File: src/rtl/rc6_control_seq_if.sv
// rtl/rc6_control_seq_if.sv - request/strobe bundle between the write port and the RC6 sequencer
interface rc6_control_seq_if #(
    parameter int ROUNDS = 20
);
    localparam int RW = $clog2(ROUNDS + 1);

    logic          key_wr;
    logic          data_wr;
    logic          decrypt;
    logic          key_ext_wr;
    logic          key_int_wr;
    logic          data_ext_wr;
    logic          data_int_wr;
    logic          mode1;
    logic          mode2;
    logic [RW-1:0] round_idx;
    logic          decrypt_lat;
    logic          key_valid;
    logic          done;
    logic          error;
    logic          busy;

    modport master (
        output key_wr, data_wr, decrypt,
        input  key_ext_wr, key_int_wr, data_ext_wr, data_int_wr, mode1, mode2,
               round_idx, decrypt_lat, key_valid, done, error, busy
    );

    modport slave (
        input  key_wr, data_wr, decrypt,
        output key_ext_wr, key_int_wr, data_ext_wr, data_int_wr, mode1, mode2,
               round_idx, decrypt_lat, key_valid, done, error, busy
    );
endinterface

File: src/rtl/rc6_control_seq.sv
// rtl/rc6_control_seq.sv - parametrised RC6 key-schedule / data-round strobe sequencer
module rc6_control_seq #(
    parameter int ROUNDS    = 20,
    parameter int KEY_WORDS = 4
) (
    input  logic              clk,
    input  logic              rst,
    rc6_control_seq_if.slave  bus
);
    localparam int ROUND_SPAN = 2 * ROUNDS + 4;
    localparam int SCHED      = 3 * ((KEY_WORDS > ROUND_SPAN) ? KEY_WORDS : ROUND_SPAN);
    localparam int CW         = $clog2(SCHED + 1);
    localparam int RW         = $clog2(ROUNDS + 1);

    typedef enum logic [1:0] {
        ST_IDLE  = 2'd0,
        ST_SCHED = 2'd1,
        ST_ROUND = 2'd2
    } state_t;

    state_t        state;
    logic [CW-1:0] count;
    logic [RW-1:0] round;
    logic          pending;
    logic          key_valid;
    logic          decrypt_lat;
    logic          done;
    logic          error;

    always_ff @(posedge clk or posedge rst) begin
        if (rst) begin
            state       <= ST_IDLE;
            count       <= '0;
            round       <= '0;
            pending     <= 1'b0;
            key_valid   <= 1'b0;
            decrypt_lat <= 1'b0;
            done        <= 1'b0;
            error       <= 1'b0;
        end else begin
            done  <= 1'b0;
            error <= 1'b0;
            case (state)
                ST_IDLE: begin
                    if (bus.key_wr) begin
                        state       <= ST_SCHED;
                        count       <= CW'(1);
                        key_valid   <= 1'b0;
                        pending     <= bus.data_wr;
                        decrypt_lat <= bus.decrypt;
                    end else if (bus.data_wr) begin
                        // Data-only requests reuse the stored schedule; without one they are refused.
                        if (key_valid) begin
                            state       <= ST_ROUND;
                            round       <= RW'(1);
                            decrypt_lat <= bus.decrypt;
                        end else begin
                            error <= 1'b1;
                        end
                    end
                end
                ST_SCHED: begin
                    if (count == CW'(SCHED)) begin
                        count     <= '0;
                        key_valid <= 1'b1;
                        pending   <= 1'b0;
                        if (pending) begin
                            state <= ST_ROUND;
                            round <= RW'(1);
                        end else begin
                            state <= ST_IDLE;
                        end
                    end else begin
                        count <= count + CW'(1);
                    end
                end
                ST_ROUND: begin
                    if (round == RW'(ROUNDS)) begin
                        state <= ST_IDLE;
                        round <= '0;
                        done  <= 1'b1;
                    end else begin
                        round <= round + RW'(1);
                    end
                end
                default: state <= ST_IDLE;
            endcase
        end
    end

    logic accept_idle;
    assign accept_idle = (state == ST_IDLE) && !rst;

    always_comb begin
        bus.key_ext_wr  = accept_idle && bus.key_wr;
        bus.data_ext_wr = accept_idle && bus.data_wr && (bus.key_wr || key_valid);
        bus.key_int_wr  = (state == ST_SCHED);
        bus.data_int_wr = (state == ST_ROUND);
        bus.mode1       = (state == ST_ROUND) && (round == RW'(1));
        bus.mode2       = (state == ST_ROUND) && (round == RW'(ROUNDS));
        bus.round_idx   = '0;
        // Decryption walks the round keys backwards: index = ROUNDS+1-round.
        if (state == ST_ROUND)
            bus.round_idx = decrypt_lat ? (RW'(ROUNDS + 1) - round) : round;
        bus.decrypt_lat = decrypt_lat;
        bus.key_valid   = key_valid;
        bus.done        = done;
        bus.error       = error;
        bus.busy        = (state != ST_IDLE);
    end
endmodule

File: src/flat_wrapper.sv
// flat-port wrapper written by rule: the top's interface ports become plain ports
module rc6_control_seq_flat 
#(
    parameter int ROUNDS    = 20,
    parameter int KEY_WORDS = 4
)
  (clk, rst, bus_key_wr, bus_data_wr, bus_decrypt, bus_key_ext_wr, bus_key_int_wr, bus_data_ext_wr, bus_data_int_wr, bus_mode1, bus_mode2, bus_round_idx, bus_decrypt_lat, bus_key_valid, bus_done, bus_error, bus_busy);
  rc6_control_seq_if #(.ROUNDS(ROUNDS)) bus_i ();
  input  logic clk;
  input  logic rst;
  input wire logic [$bits(bus_i.key_wr)-1:0] bus_key_wr;
  input wire logic [$bits(bus_i.data_wr)-1:0] bus_data_wr;
  input wire logic [$bits(bus_i.decrypt)-1:0] bus_decrypt;
  output wire logic [$bits(bus_i.key_ext_wr)-1:0] bus_key_ext_wr;
  output wire logic [$bits(bus_i.key_int_wr)-1:0] bus_key_int_wr;
  output wire logic [$bits(bus_i.data_ext_wr)-1:0] bus_data_ext_wr;
  output wire logic [$bits(bus_i.data_int_wr)-1:0] bus_data_int_wr;
  output wire logic [$bits(bus_i.mode1)-1:0] bus_mode1;
  output wire logic [$bits(bus_i.mode2)-1:0] bus_mode2;
  output wire logic [$bits(bus_i.round_idx)-1:0] bus_round_idx;
  output wire logic [$bits(bus_i.decrypt_lat)-1:0] bus_decrypt_lat;
  output wire logic [$bits(bus_i.key_valid)-1:0] bus_key_valid;
  output wire logic [$bits(bus_i.done)-1:0] bus_done;
  output wire logic [$bits(bus_i.error)-1:0] bus_error;
  output wire logic [$bits(bus_i.busy)-1:0] bus_busy;
  assign bus_i.key_wr = bus_key_wr;
  assign bus_i.data_wr = bus_data_wr;
  assign bus_i.decrypt = bus_decrypt;
  assign bus_key_ext_wr = bus_i.key_ext_wr;
  assign bus_key_int_wr = bus_i.key_int_wr;
  assign bus_data_ext_wr = bus_i.data_ext_wr;
  assign bus_data_int_wr = bus_i.data_int_wr;
  assign bus_mode1 = bus_i.mode1;
  assign bus_mode2 = bus_i.mode2;
  assign bus_round_idx = bus_i.round_idx;
  assign bus_decrypt_lat = bus_i.decrypt_lat;
  assign bus_key_valid = bus_i.key_valid;
  assign bus_done = bus_i.done;
  assign bus_error = bus_i.error;
  assign bus_busy = bus_i.busy;
  rc6_control_seq #(.ROUNDS(ROUNDS), .KEY_WORDS(KEY_WORDS)) u_core (.clk(clk), .rst(rst), .bus(bus_i));
endmodule
File: config.mk
export PLATFORM = sky130hd
export DESIGN_NAME = rc6_control_seq_flat
export DESIGN_NICKNAME = d
export VERILOG_FILES = /design/src/rtl/rc6_control_seq_if.sv /design/src/rtl/rc6_control_seq.sv /design/src/flat_wrapper.sv
export SDC_FILE = /design/constraint.sdc
export NUM_CORES = 1
export LEC_CHECK = 0
export CAP_MARGIN = 20
export CORE_MARGIN = 2
export CORE_UTILIZATION = 54
export DETAILED_ROUTE_END_ITERATION = 10
export PLACE_DENSITY = 0.9
export SETUP_SLACK_MARGIN = 0.05
export SYNTH_ARGS = -nofsm -noshare
export SYNTH_HDL_FRONTEND = slang
export SYNTH_SLANG_ARGS = --single-unit
File: constraint.sdc
create_clock -name clk -period 4.1 [get_ports clk]
set_input_delay 0.615 -clock clk [delete_from_list [all_inputs] [get_ports clk]]
set_output_delay 0.615 -clock clk [all_outputs]
set_load 0.1 [all_outputs]
==> flow_summary.yaml <==
outcome:
  outcome: "complete, no violations"
sta:
  slew_headroom_pct: 34.5
  slew_viol_final: 0
  min_period_ps: 3240
  fin_tns_setup_ps: 0
  rsz0062_at_grt: "false"
  fmax_ghz: 0.309
  setup_violations: 0
  skew_ps: 11.7
  tightest_slew_ps: 980
  fin_crit_sh_pct: 79.0
  hold_violations: 0
routing:
  avgRoutedWirePerCell_um: 13.3
  wirelength_um: 2340
  drtIter0Drc: 12
  first_pass_iters: 4
  routed.top_layer: "met4"
  via_per_inst: 5.59
  wl_met2_um: 1240
  drc: 0
  drt.antenna.violating_nets: 0
  routed-wl-met3_um: 74
  wl_met1_um: 992
  vias: 984
synth:
  synth_cell_type_count: 36
  synth_nets: 142
  synth_ff_type: "dfrtp_1"
  synth_area_um2: 1200
  synth_enable_flop_cells: 0
  synth.area.top_cells: "dfrtp_1, ha_1, nor2_1"
  synth_commonest_cells: "dfrtp_1, nor2_1, inv_1"
  syn_avg_cell_area_um2: 9.26
  synth_top_area_share_pct: 41.6
  async_reset_ff_share_pct: 100
  yosysTopAreaCell: "dfrtp_1"
  ys_ff_latch: 20
  ys_seq_area_share_pct: 41.6
  synthCells: 130
  yosysMostFrequentCell: "dfrtp_1"
  yosysWarnings: 0
worst_hold_path:
  min_path_type: "reg -> reg"
  min-delay-start: "u_core.bus.key_valid$_DFFE_PP0P_"
  whs_path_depth: 1
  holdPathEnd: "u_core.bus.error$_DFF_PP0_"
layout:
  n_antenna_cell: 0
  nNetsFinal: 162
  syn2layout_area_growth_pct: 19.2
  fillCellCount: 175
  drive_above_1_share_pct: 9.46
  fin_cells: 176
place:
  dp.cells: 173
  hpwl_um: 1790
  portBuffers: 20
  finalWeightedCongestion: 0.772
clocking:
  cts-resized-gates: 0
  clk_pin_slew_ps: 110
  cts_sinks: 20
  h-tree-depth: 1
  cts_buffers: 3
  clk_latency_ps: 300
  clock_path_buffers: 2
  cts_tree: "built"
  hold_buffers: 0
  cts-root-buf: "clkbuf_4"
  post_cts_buffers: 0
die:
  dieArea_um2: 2620
  die_w_um: 51.2
  start_util_pct: 56.0
  coreArea_um2: 2150
  ios: 21
  die_h_um: 51.2
  row_count: 17
setup_path:
  crit_arrival_ps: 2630
  critPathMaxFanout: 6
  worstReg2RegEnd: "u_core.round[2]$_DFFE_PP0P_"
  reg2reg_from: "u_core.count[0]$_DFFE_PP0P_"
  crit_required_ps: 3480
  r2r_cells: 6
  cp-end-kind: "output pin"
  critical_path_class: "reg -> out"
  crit_path_start_kind: "flop"
  rrSetupSlack_ps: 2430
grt:
  overflow: 0
  grt_pass1_wl_um: 4000
  grt_pass1_vias: 956
  gr-usage-all-layers_pct: 20.0
  grt_max_degree: 21
  antenna_found_initial: 0
power:
  p_leak_nw: 0.641
  power_mw: 0.785
  ir_worst_vdd_mv: 0.455
  p_per_area_nw_per_um2: 547
job:
  max-cap-violations: 0
worst max-delay path by stage:
| stage | depth (start not counted) | start | slack [ps] | to |
|---|---|---|---|---|
| after global routing | 5 | u_core.round[1]$_DFFE_PP0P_ | 630 | bus_mode2 |
| after detailed placement | 5 | u_core.round[1]$_DFFE_PP0P_ | 1200 | bus_mode2 |
| after CTS | 5 | u_core.round[1]$_DFFE_PP0P_ | 850 | bus_mode2 |
| after floorplan | 2 | u_core.bus.decrypt_lat$_DFFE_PP0P_ | 170 | bus_round_idx[2] |
| after global placement | 5 | u_core.round[1]$_DFFE_PP0P_ | 1280 | bus_mode2 |
| final | 5 | u_core.round[1]$_DFFE_PP0P_ | 860 | bus_mode2 |
registers in the layout (all words and copies together) (netlist names):
name                    cells
u_core.pending              1
u_core.bus.key_valid        1
u_core.state                2
u_core.bus.decrypt_lat      1
u_core.bus.done             1
u_core.bus.error            1
u_core.round                5
u_core.count                8
cells in the final DEF (no fill, tap or decap), drive strengths merged:
cell type,n
xor2,4
clkdlybuf4s50,18
nand4,4
nor4,1
nor3,5
and2,1
mux2,1
nand2,9
nand2b,3
or2b,1
nand3,4
a31oi,1
a22o,2
o21ba,1
o22ai,1
a211oi,2
xnor2,6
a211o,2
and4bb,1
and3,3
clkbuf,3
nor2b,1
o21bai,1
nor2,19
nand4b,1
dfrtp,20
a21oi,5
a2bb2oi,1
o31ai,2
nor3b,2
inv,10
o21ai,4
ha,7
buf,2
worst max-delay path, stage by stage, from the launching register on:
cell	delay [ps]
dfrtp_1	460
inv_1	130
ha_1	160
nand4b_1	180
nor2_1	230
clkdlybuf4s50_1	1170
power by group:
part	internal, mW	leakage, nW	switching, mW
Combinational	0.125	0.371	0.245
Sequential	0.249	0.256	0.0759
Clock	0.0342	0.0138	0.0550
cell families after synthesis:
group / synth area share, %
buffers and inverters: 5.41
and+or+nand+nor: 23.7
DFF: 41.6
AOI/OAI and AO/OA: 13.8
xor gates and xnor gates: 7.28
muxes: 0.935
adders and majority gates: 7.28
metrics by stage:
stage | utilization, % | hold WS [ps] | cell area [um^2] | setup slack [ps]
2_1_floorplan | - | 496 | 1210 | 174
4_1_cts | 66.8 | 547 | 1440 | 853
3_5_place_dp | 65.8 | 530 | 1410 | 1200
6_report | 66.8 | 547 | 1440 | 859
3_3_place_gp | 65.8 | 513 | 1410 | 1280
5_1_grt | 66.8 | 597 | 1440 | 632
layout make-up:
class,instances,area [um^2],area share [%]
inverter,10,37.5,2.62
tap,28,35.0,2.44
timing repair buffer,20,195,13.6
multi-input combinational,95,644,44.9
sequential,20,500,34.9
clock buffer,3,22.5,1.57
routing by layer:
metal  vias up  global-route usage, %
li1        484                      -
met2        18                   37.2
met3         4                   2.92
met5         -                      0
met1       478                   23.0
met4         0                   7.46
(Power assumes the default switching activity.)
